`config.mk`:
```
export PLATFORM = sky130hd
export DESIGN_NAME = add_sub_32_flat
export DESIGN_NICKNAME = d
export VERILOG_FILES = /design/src/rtl/add_sub_32_if.sv /design/src/rtl/add_sub_32.sv /design/src/flat_wrapper.sv
export SDC_FILE = /design/constraint.sdc
export NUM_CORES = 1
export LEC_CHECK = 0
export BUFFER_PORTS_ARGS = -buffer_cell sky130_fd_sc_hd__buf_2
export CAP_MARGIN = 25
export CORE_ASPECT_RATIO = 0.8
export CORE_UTILIZATION = 46
export CTS_CLUSTER_DIAMETER = 200
export DETAILED_ROUTE_END_ITERATION = 12
export PLACE_DENSITY = 0.82
export RECOVER_POWER = 50
export SLEW_MARGIN = 20
export SYNTH_ARGS = -nofsm -noshare
export SYNTH_HDL_FRONTEND = slang
export SYNTH_SLANG_ARGS = --single-unit
```
`constraint.sdc`:
```
create_clock -name clk -period 0.8 [get_ports clk]
set_clock_uncertainty 0.1 [all_clocks]
set_input_delay 0 -clock clk [delete_from_list [all_inputs] [get_ports clk]]
set_output_delay 0 -clock clk [all_outputs]
set_load 0.05 [all_outputs]
```
`src/rtl/add_sub_32_if.sv`:
```
// Operand/result bundle for the registered 32-bit adder/subtractor.
// master drives A/B/SEL and reads OUT/carry; slave is the adder side.
interface add_sub_32_if;
  logic [31:0] A;
  logic [31:0] B;
  logic        SEL;
  logic [31:0] OUT;
  logic        carry;

  modport master (
    output A,
    output B,
    output SEL,
    input  OUT,
    input  carry
  );

  modport slave (
    input  A,
    input  B,
    input  SEL,
    output OUT,
    output carry
  );
endinterface

```
`src/rtl/add_sub_32.sv`:
```
// Registered 32-bit adder/subtractor: OUT/carry <= A + (SEL ? ~B : B) + SEL.
// Ports: clk, rst_n (async, active-low), bus (slave: A, B, SEL -> OUT, carry).
// Macro ADD32_CLA_EN selects a block carry-lookahead core (CLA_BLOCK bits
// per group); when undefined the core is a ripple-carry chain.
module add_sub_32 #(
  parameter int WIDTH     = 32,
  parameter int CLA_BLOCK = 4
) (
  input  logic         clk,
  input  logic         rst_n,
  add_sub_32_if.slave  bus
);

  if ((WIDTH != 32) || ((WIDTH % CLA_BLOCK) != 0)) begin : g_bad_cfg
    $error("add_sub_32: WIDTH must be 32 and a multiple of CLA_BLOCK");
  end

  logic [WIDTH-1:0] a;
  logic [WIDTH-1:0] bx;
  logic             cin;
  logic [WIDTH-1:0] s;
  logic             cout;

  // Subtract is A + ~B + 1, so SEL doubles as the carry-in.
  assign a   = bus.A;
  assign cin = bus.SEL;
  assign bx  = bus.SEL ? ~bus.B : bus.B;

`ifdef ADD32_CLA_EN

  localparam int NG = WIDTH / CLA_BLOCK;

  logic [WIDTH-1:0] g;
  logic [WIDTH-1:0] p;
  logic [NG-1:0]    gg;
  logic [NG-1:0]    gp;
  logic [NG:0]      gc;
  logic [WIDTH-1:0] c;

  assign g = a & bx;
  assign p = a ^ bx;

  // Group generate/propagate.
  always_comb begin
    gg = '0;
    gp = '1;
    for (int j = 0; j < NG; j++) begin
      for (int k = 0; k < CLA_BLOCK; k++) begin
        gg[j] = g[j*CLA_BLOCK+k] | (p[j*CLA_BLOCK+k] & gg[j]);
        gp[j] = gp[j] & p[j*CLA_BLOCK+k];
      end
    end
  end

  // Second-level lookahead: every group carry is a flat sum of products
  // of lower group G/P terms and cin, not a chain through gc.
  always_comb begin
    logic t;
    logic pr;
    gc    = '0;
    gc[0] = cin;
    t     = 1'b0;
    pr    = 1'b1;
    for (int j = 0; j < NG; j++) begin
      t  = gg[j];
      pr = gp[j];
      for (int k = j - 1; k >= 0; k--) begin
        t  = t | (pr & gg[k]);
        pr = pr & gp[k];
      end
      gc[j+1] = t | (pr & cin);
    end
  end

  // Bit carries inside each group start from that group's lookahead carry.
  always_comb begin
    c = '0;
    for (int j = 0; j < NG; j++) begin
      c[j*CLA_BLOCK] = gc[j];
      for (int k = 1; k < CLA_BLOCK; k++) begin
        c[j*CLA_BLOCK+k] = g[j*CLA_BLOCK+k-1] |
                           (p[j*CLA_BLOCK+k-1] & c[j*CLA_BLOCK+k-1]);
      end
    end
  end

  assign s    = p ^ c;
  assign cout = gc[NG];

`else

  logic [WIDTH:0] c;

  // Ripple chain of full adders.
  always_comb begin
    c    = '0;
    c[0] = cin;
    s    = '0;
    for (int i = 0; i < WIDTH; i++) begin
      s[i]   = a[i] ^ bx[i] ^ c[i];
      c[i+1] = (a[i] & bx[i]) | (c[i] & (a[i] ^ bx[i]));
    end
  end

  assign cout = c[WIDTH];

`endif

  always_ff @(posedge clk or negedge rst_n) begin
    if (!rst_n) begin
      bus.OUT   <= '0;
      bus.carry <= 1'b0;
    end else begin
      bus.OUT   <= s;
      bus.carry <= cout;
    end
  end

endmodule

```
`src/flat_wrapper.sv`:
```
// flat-port wrapper written by rule: the top's interface ports become plain ports
module add_sub_32_flat 
#(
  parameter int WIDTH     = 32,
  parameter int CLA_BLOCK = 4
)
  (clk, rst_n, bus_A, bus_B, bus_SEL, bus_OUT, bus_carry);
  add_sub_32_if bus_i ();
  input  logic clk;
  input  logic rst_n;
  input wire logic [$bits(bus_i.A)-1:0] bus_A;
  input wire logic [$bits(bus_i.B)-1:0] bus_B;
  input wire logic [$bits(bus_i.SEL)-1:0] bus_SEL;
  output wire logic [$bits(bus_i.OUT)-1:0] bus_OUT;
  output wire logic [$bits(bus_i.carry)-1:0] bus_carry;
  assign bus_i.A = bus_A;
  assign bus_i.B = bus_B;
  assign bus_i.SEL = bus_SEL;
  assign bus_OUT = bus_i.OUT;
  assign bus_carry = bus_i.carry;
  add_sub_32 #(.WIDTH(WIDTH), .CLA_BLOCK(CLA_BLOCK)) u_core (.clk(clk), .rst_n(rst_n), .bus(bus_i));
endmodule
```
Yosys cells after proc, flatten, opt, wreduce, memory -nomap -nowiden
Index checks and enable logic that the tools add are counted.
{"block": "totals", "input_bits": 67, "reg_bits": 33, "output_inout_bits": 33, "word_cells": 164}
{"block": "op_classes", "mux": 1, "n_bitwise": 161}
{"cell": "AND 1 bit", "count": 64}
{"cell": "bitwise XOR 1 bit", "count": 64}
{"cell": "two-way mux 32 bit", "count": 1}
{"cell": "NOT 32 bit", "count": 1}
{"cell": "bitwise OR 1 bit", "count": 32}

Depth between registers and ports, before layout
Gate-level depths: netlist (run 1).
{"block": "depth", "word_depth": 67, "mapped_depth": 38, "ltp_nobuf": 36}

Least setup slack after synthesis (run 1)
OpenSTA, ideal clock, no wires.
{"block": "synth_path", "path_kind": "in2reg", "start": "input port bus_SEL", "end": "register u_core.bus.OUT[31]", "path_stages": 38, "t_arrival_ns": 11.938, "path_slack_ns": -11.374, "setup_ns": 0.136, "path_cell_list": "buf_6 -> buf_12 -> xor2_1 -> fa_1 -> inv_1 -> fa_1 -> fa_1 -> fa_1 -> fa_1 -> fa_1 -> fa_1 -> fa_1 -> fa_1 -> fa_1 -> fa_1 -> fa_1 -> fa_1 -> fa_1 -> [... 2 more ...] -> inv_1 -> fa_1 -> fa_1 -> fa_1 -> fa_1 -> fa_1 -> fa_1 -> fa_1 -> fa_1 -> fa_1 -> fa_1 -> fa_1 -> fa_1 -> fa_1 -> fa_1 -> fa_1 -> inv_1 -> fa_1"}
{"block": "synth_via", "elab_chain_cells": 65, "word_cells_on_any_way": 127, "classes_between": "1 x mux; 126 x bitwise"}
{"element": "start, declared", "line_no": "flat_wrapper.sv:13", "source": "input wire logic [$bits(bus_i.SEL)-1:0] bus_SEL;"}
{"element": "two-way mux 32 bit", "line_no": "add_sub_32.sv:27", "source": "assign bx = bus.SEL ? ~bus.B : bus.B;"}
{"element": "bitwise XOR 1 bit", "line_no": "add_sub_32.sv:101", "source": "c[i+1] = (a[i] & bx[i]) | (c[i] & (a[i] ^ bx[i]));"}
{"element": "AND 1 bit", "line_no": "add_sub_32.sv:101"}
{"element": "bitwise OR 1 bit", "line_no": "add_sub_32.sv:101"}
{"element": "AND 1 bit", "line_no": "add_sub_32.sv:101"}
{"element": "bitwise OR 1 bit", "line_no": "add_sub_32.sv:101"}
{"element": "AND 1 bit", "line_no": "add_sub_32.sv:101"}
{"element": "bitwise OR 1 bit", "line_no": "add_sub_32.sv:101"}
{"element": "[... 50 more ...]"}
{"element": "AND 1 bit", "line_no": "add_sub_32.sv:101"}
{"element": "bitwise OR 1 bit", "line_no": "add_sub_32.sv:101"}
{"element": "AND 1 bit", "line_no": "add_sub_32.sv:101"}
{"element": "bitwise OR 1 bit", "line_no": "add_sub_32.sv:101"}
{"element": "AND 1 bit", "line_no": "add_sub_32.sv:101"}
{"element": "bitwise OR 1 bit", "line_no": "add_sub_32.sv:101"}
{"element": "bitwise XOR 1 bit *", "line_no": "add_sub_32.sv:100", "source": "s[i] = a[i] ^ bx[i] ^ c[i];"}
{"element": "net u_core.s[31]", "line_no": "add_sub_32.sv:21", "source": "logic [WIDTH-1:0] s;"}
{"element": "end signal, assigned", "line_no": "add_sub_32.sv:114", "source": "bus.OUT <= s;"}
{"element": "end, declared", "line_no": "add_sub_32_if.sv:22", "source": "output OUT,"}
Mark *: on every way through the listed nets, which the timed path passes. The rest lies on a longest branch.

Final worst setup path (run 1)
{"block": "layout_path", "start": "input port bus_B[0]", "end": "register u_core.bus.OUT[31]"}
{"block": "layout_via", "elab_chain_cells": 66, "word_cells_on_any_way": 67, "classes_between": "1 x mux; 66 x bitwise"}
{"element": "start, declared", "line_no": "flat_wrapper.sv:12", "source": "input wire logic [$bits(bus_i.B)-1:0] bus_B;"}
{"element": "NOT 32 bit", "line_no": "add_sub_32.sv:27"}
{"element": "two-way mux 32 bit *", "line_no": "add_sub_32.sv:27"}
{"element": "bitwise XOR 1 bit", "line_no": "add_sub_32.sv:101"}
{"element": "AND 1 bit", "line_no": "add_sub_32.sv:101"}
{"element": "bitwise OR 1 bit *", "line_no": "add_sub_32.sv:101"}
{"element": "AND 1 bit *", "line_no": "add_sub_32.sv:101"}
{"element": "bitwise OR 1 bit *", "line_no": "add_sub_32.sv:101"}
{"element": "AND 1 bit *", "line_no": "add_sub_32.sv:101"}
{"element": "[... 51 more ...]"}
{"element": "AND 1 bit *", "line_no": "add_sub_32.sv:101"}
{"element": "bitwise OR 1 bit *", "line_no": "add_sub_32.sv:101"}
{"element": "AND 1 bit *", "line_no": "add_sub_32.sv:101"}
{"element": "bitwise OR 1 bit *", "line_no": "add_sub_32.sv:101"}
{"element": "AND 1 bit *", "line_no": "add_sub_32.sv:101"}
{"element": "bitwise OR 1 bit *", "line_no": "add_sub_32.sv:101"}
{"element": "bitwise XOR 1 bit *", "line_no": "add_sub_32.sv:100"}
{"element": "net u_core.s[31]", "line_no": "add_sub_32.sv:21"}
Marks and branches as above.

==> impl_metrics.env, run 1 <==
export IMPL_postRouteAntennaNets=0
export IMPL_ys_seq_area_share_pct=40.8
export IMPL_timing_critical_path_slowest_stage_cell="fa_1"
export IMPL_drt_pass1_iterations=4
export IMPL_fillCellCount=325
export IMPL_io_pins=100
export IMPL_cp_data_required_time_ps=860
export IMPL_power_ir_vdd_worst_mv=1.79
export IMPL_hold_ws_ps=-99.4
export IMPL_power_leakage_nw=1.53
export IMPL_yosys_warnings=0
export IMPL_critPathMaxStageDelay_ps=390
export IMPL_maximum_clock_path_buffer_count=2
export IMPL_placement_rows=21
export IMPL_routed_via_count=1326
export IMPL_final_max_slew_viol_count=0
export IMPL_number_of_global_route_vias_before_repair=1419
export IMPL_timing_final_crit_share_pct=1360
export IMPL_final_setup_worst_slack_ps=-10120
export IMPL_report_final_setup_viol=64
export IMPL_cellPowerDensity_nw_per_um2=2730
export IMPL_initial_cell_density_of_the_core_pct=48.2
export IMPL_failed_checks="negative hold slack, negative setup slack"
export IMPL_antenna_cells_inserted=0
export IMPL_worstPathArrival_ps=10970
export IMPL_vias_per_cell=4.02
export IMPL_timing_final_hold_violations=5
export IMPL_achievable_frequency_mhz=91.6
export IMPL_post_synth_num_cell_types=9
export IMPL_count_of_nets_after_finishing=370
export IMPL_startpoint_type="input pin"
export IMPL_critical_path_max_fanout=2
export IMPL_post_dp_hpwl_mm=3.14
export IMPL_synth_area_um2=2020
export IMPL_htree_num_levels=2
export IMPL_grt_max_degree=34
export IMPL_die_width_um=76.2
export IMPL_wl_per_cell_um=11.5
export IMPL_die_area_um2=4670
export IMPL_synthesized_nets=259
export IMPL_io_buffer_count=99
export IMPL_criticalPathCategory="in2reg"
export IMPL_area_of_the_multi_input_gates_um2=998
export IMPL_clkSinkCount=33
export IMPL_clk_transition_reported_paths_ps=70
export IMPL_final_common_cell="buf_2"
export IMPL_drt_first_iter_violations=15
export IMPL_holdCritPathClass="in2reg"
export IMPL_route_detailed_drc=0
export IMPL_finalWorstPathRequiredPeriod_ps=10920
export IMPL_area_growth_syn_to_layout_pct=50.1
export IMPL_max_cap_viol_count=0
export IMPL_critical_path_endpoint_type="flop"
export IMPL_place_gp_congestion=0.731
export IMPL_status="finished, violations left"
export IMPL_layout_area_seq_um2=826
export IMPL_grt_first_pass_wirelength_mm=6.21
export IMPL_relSlewSlack_pct=79.8
export IMPL_clock_tree_from_tritoncts="yes"
export IMPL_gr_usage_all_layers_pct=18.3
export IMPL_worst_slew_pin_slew_ps=303
export IMPL_postCtsHoldBufs=1
export IMPL_layout_common_cells="62 x buf_2, 37 x inv_1, 35 x buf_6"
export IMPL_synth_ff_latch_count=33
export IMPL_grt_antenna_before_repair=0
export IMPL_synthesis_instances=161
export IMPL_placeableCoreArea_um2=4200
export IMPL_die_y_um=61.3
export IMPL_crit_top_cell="fa_2"
export IMPL_cts_buffers=5
export IMPL_clock_root_buffer="clkbuf_8"
export IMPL_route_final_wire_length_mm=3.79
export IMPL_global_route_overflow_total=0
export IMPL_layout_drive_gt1_share_pct=61.5
export IMPL_min_delay_path_depth=2
export IMPL_total_negative_slack_for_setup_checks_ps=-169460
export IMPL_synth_area_per_cell_um2=12.6
export IMPL_rsz0062_at_grt="true"
==> final timing paths <==
check / startpoint / endpoint / slack [ps]
max: bus_B[0] / u_core.bus.OUT[31] / -10120
min: bus_A[31] / u_core.bus.OUT[31] / -100
max in group asynchronous: rst_n / u_core.bus.OUT[30] / 190
min in group asynchronous: rst_n / u_core.bus.OUT[4] / 170
==> stage by stage <==
stage	util [%]	cell area [um2]	instances	setup WS (ps)	total power, mW
2_1_floorplan	-	2110	161	-10250	4.95
5_1_grt	72.3	3040	330	-10360	8.75
4_1_cts	72.5	3050	330	-10160	8.31
3_5_place_dp	63.6	2680	320	-10530	5.91
3_3_place_gp	63.6	2680	320	-10360	5.78
6_report	72.3	3040	330	-10120	8.29
==> flip-flops by register name, indices dropped and copies added (netlist names) <==
register,count
u_core.bus.carry,1
u_core.bus.OUT,32
==> power by group <==
| part | switching [mW] | leakage (nW) | total (mW) | internal (mW) |
|---|---|---|---|---|
| clock network | 0.595 | 0.0585 | 1.61 | 1.02 |
| logic | 2.66 | 1.09 | 4.30 | 1.63 |
| registers | 0.229 | 0.385 | 2.38 | 2.15 |
| total | 3.49 | 1.53 | 8.29 | 4.80 |
==> timing repair <==
action,CTS,global route
cloned,0,0
buffers inserted,1,0
setup endpoints to repair,65,64
gates resized for setup,80,14
pin swaps,1,1
hold endpoints to repair,38,5
==> final cells by class <==
class,instances,share of cell area (%)
Inverter,60,7.41
Tap cell,57,2.35
Multi-Input combinational cell,64,32.9
Sequential cell,33,27.2
Clock buffer,7,2.84
Clock inverter,1,0.988
Timing Repair Buffer,108,26.4
==> synth_stat cells <==
| cell | n | area share [%] |
|---|---|---|
| buf_12 | 1 | 0.99 |
| xnor2_1 | 28 | 12 |
| buf_8 | 2 | 1.5 |
| fa_1 | 31 | 31 |
| mux2_2 | 1 | 0.56 |
| xor2_1 | 4 | 1.7 |
| buf_6 | 1 | 0.56 |
| dfrtp_1 | 33 | 41 |
| inv_1 | 60 | 11 |
==> kinds of logic (layout without fill, tap and decap cells) <==
family	count (synthesis)	count (layout)	share of synthesized area (%)
buffers and inverters	64	176	14.2
muxes	1	1	0.556
adders and majority gates	31	31	30.7
DFF	33	33	40.8
xor gates and xnor gates	32	32	13.8
==> worst max-delay path, delay by kind of cell <==
family | cells | cell delay, ps
buffers and inverters | 5 | 310
adder cells (fa/ha/maj) | 31 | 10450
multiplexers | 1 | 190
==> routing by layer <==
metal | part of all wire [%] | GRT usage [%] | vias to the layer above | wire, um
met2 | 53 | 32.6 | 57 | 2000
met1 | 39 | 21.9 | 622 | 1480
met3 | 6.9 | 5.63 | 5 | 260
li1 | - | - | 642 | -
met4 | 1.2 | 6.59 | 0 | 45
met5 | 0 | 0 | - | 0
No activity file was read; power rests on OpenSTA's default activity.
==> run 2: changes to the inputs <==
--- a/config.mk
+++ b/config.mk
@@ -8,10 +8,10 @@
 export BUFFER_PORTS_ARGS = -buffer_cell sky130_fd_sc_hd__buf_2
 export CAP_MARGIN = 25
 export CORE_ASPECT_RATIO = 0.8
-export CORE_UTILIZATION = 46
-export CTS_CLUSTER_DIAMETER = 200
+export CORE_UTILIZATION = 45
+export CTS_CLUSTER_DIAMETER = 100
 export DETAILED_ROUTE_END_ITERATION = 12
-export PLACE_DENSITY = 0.82
+export PLACE_DENSITY = 0.81
 export RECOVER_POWER = 50
 export SLEW_MARGIN = 20
 export SYNTH_ARGS = -nofsm -noshare
==> run 2 against run 1 <==
Effect of this change: the run still ends with negative hold slack, negative setup slack left; clock power decreased by 23%; critical path depth unchanged; sequential share of layout area rose by 0.44 points; first-iteration DRC count up 67%; largest power group unchanged.
==> impl_metrics.env, run 2 (synthesis results as in run 1) <==
export IMPL_status="finished, violations left"
export IMPL_failed_checks="negative hold slack, negative setup slack"
export IMPL_largest_registers="u_core.bus.OUT (32), u_core.bus.carry (1)"
export IMPL_power_leakage_nw=1.51
export IMPL_final_setup_worst_slack_ps=-10220
export IMPL_worst_slew_pin_slew_ps=359
export IMPL_vias_per_cell=4.13
export IMPL_met2RoutedLength_mm=2.07
export IMPL_maximum_clock_path_buffer_count=2
export IMPL_drt_pass1_iterations=4
export IMPL_gr_usage_all_layers_pct=18.2
export IMPL_initial_cell_density_of_the_core_pct=47.6
export IMPL_die_y_um=62.0
export IMPL_top_register="u_core.bus.OUT"
export IMPL_drt_first_iter_violations=25
export IMPL_antenna_cells_inserted=0
export IMPL_die_area_um2=4770
export IMPL_critical_path_max_fanout=1
export IMPL_route_detailed_drc=0
export IMPL_timing_critical_path_slowest_stage_cell="fa_1"
export IMPL_clock_root_buffer="clkbuf_8"
export IMPL_htree_num_levels=2
export IMPL_io_buffer_count=99
export IMPL_report_final_setup_viol=64
export IMPL_highest_signal_layer="met4"
export IMPL_instances_no_fill=327
export IMPL_number_of_global_route_vias_before_repair=1413
export IMPL_finalWorstPathRequiredPeriod_ps=11020
export IMPL_count_of_nets_after_finishing=368
export IMPL_cp_data_required_time_ps=840
export IMPL_critPathMaxStageDelay_ps=410
export IMPL_final_max_slew_viol_count=0
export IMPL_max_cap_viol_count=0
export IMPL_detailed_place_area_um2=2670
export IMPL_postRouteAntennaNets=0
export IMPL_postCtsSetupBuffers=0
export IMPL_relSlewSlack_pct=76.1
export IMPL_place_gp_congestion=0.669
export IMPL_timing_final_crit_share_pct=1380
export IMPL_final_common_cell="buf_2"
export IMPL_met3RoutedLength_um=288
export IMPL_wl_per_cell_um=11.9
export IMPL_layout_common_cells="62 x buf_2, 37 x inv_1, 36 x buf_6"
export IMPL_drt_met1_wl_mm=1.45
export IMPL_crit_top_cell="fa_2"
export IMPL_route_final_wire_length_mm=3.89
export IMPL_startpoint_type="input pin"
export IMPL_grt_first_pass_wirelength_mm=6.25
export IMPL_clock_tree_from_tritoncts="yes"
export IMPL_placeableCoreArea_um2=4260
export IMPL_power_ir_vdd_worst_mv=1.29
export IMPL_global_route_overflow_total=0
export IMPL_place_detailed_instances=319
export IMPL_grt_max_degree=34
export IMPL_criticalPathCategory="in2reg"
export IMPL_clkSinkCount=33
export IMPL_io_pins=100
export IMPL_post_dp_hpwl_mm=3.11
export IMPL_routed_via_count=1352
export IMPL_stdcell_area_um2=2990
export IMPL_placement_rows=21
export IMPL_grt_antenna_before_repair=0
export IMPL_hold_ws_ps=-101
export IMPL_achievable_frequency_mhz=90.7
export IMPL_rsz0062_at_grt="true"
export IMPL_area_growth_syn_to_layout_pct=47.7
export IMPL_critical_path_endpoint_type="flop"
export IMPL_post_place_ws_ps=-10640
export IMPL_layout_drive_gt1_share_pct=61.1
export IMPL_clk_transition_reported_paths_ps=60
export IMPL_cellPowerDensity_nw_per_um2=2660
export IMPL_holdCritPathClass="in2reg"
export IMPL_timing_final_hold_violations=5
export IMPL_cts_buffers=5
export IMPL_fillCellCount=320
export IMPL_worstPathArrival_ps=11070
export IMPL_post_layout_total_power_mw=7.94
export IMPL_postCtsHoldBufs=1
export IMPL_die_width_um=77.0
export IMPL_total_negative_slack_for_setup_checks_ps=-171380
export IMPL_largest_register_ff_count=32
## run 2: cell count changes in the layout (fill, tap and decap cells not counted), sizes merged
cell and delta:
bufinv -1, buf -2
## run 2: timing repair
item	in CTS	in global routing
pin swaps	1	0
setup endpoints to repair	65	64
hold endpoints to repair	38	5
resized for setup	77	16
## run 2: critical path: cells and delay by family
family	cells	cell delay, ps
buffers and inverters	5	300
XOR/XNOR	1	170
adder cells (fa/ha/maj)	31	10580
## run 2: through the flow
step                hold WS, ps  utilization [%]
CTS                        -117             70.4
global placement           -132             62.7
finish                     -101             70.2
floorplan                  -396                -
global route              -87.0             70.2
detailed placement         -128             62.7
## run 2: final cells by class
class | count | area, um2 | area share, %
sequential | 33 | 826 | 27.6
clock buffer | 7 | 86.3 | 2.89
tap | 57 | 71.3 | 2.39
timing repair buffer | 106 | 782 | 26.2
inverter | 60 | 225 | 7.53
multi-input combinational | 64 | 998 | 33.4
## run 2: power breakdown
part | switching [mW] | leakage (nW) | internal (mW) | total, mW
combinational | 2.68 | 1.08 | 1.64 | 4.31
sequential | 0.229 | 0.385 | 2.16 | 2.38
clock | 0.556 | 0.0443 | 0.682 | 1.24
total | 3.46 | 1.51 | 4.47 | 7.94
## run 2: worst paths after layout
path / from / end / cells past startpoint
max: bus_B[1] / u_core.bus.OUT[31] / 37
min: bus_A[0] / u_core.bus.OUT[0] / 3
max in group asynchronous: rst_n / u_core.bus.OUT[15] / 3
min in group asynchronous: rst_n / u_core.bus.OUT[7] / 3
## run 2: metal layers
layer | track usage (%) | vias up
met5 | 0 | -
met4 | 7.55 | 0
met3 | 5.69 | 8
met2 | 33.7 | 63
met1 | 20.4 | 645
li1 | - | 636
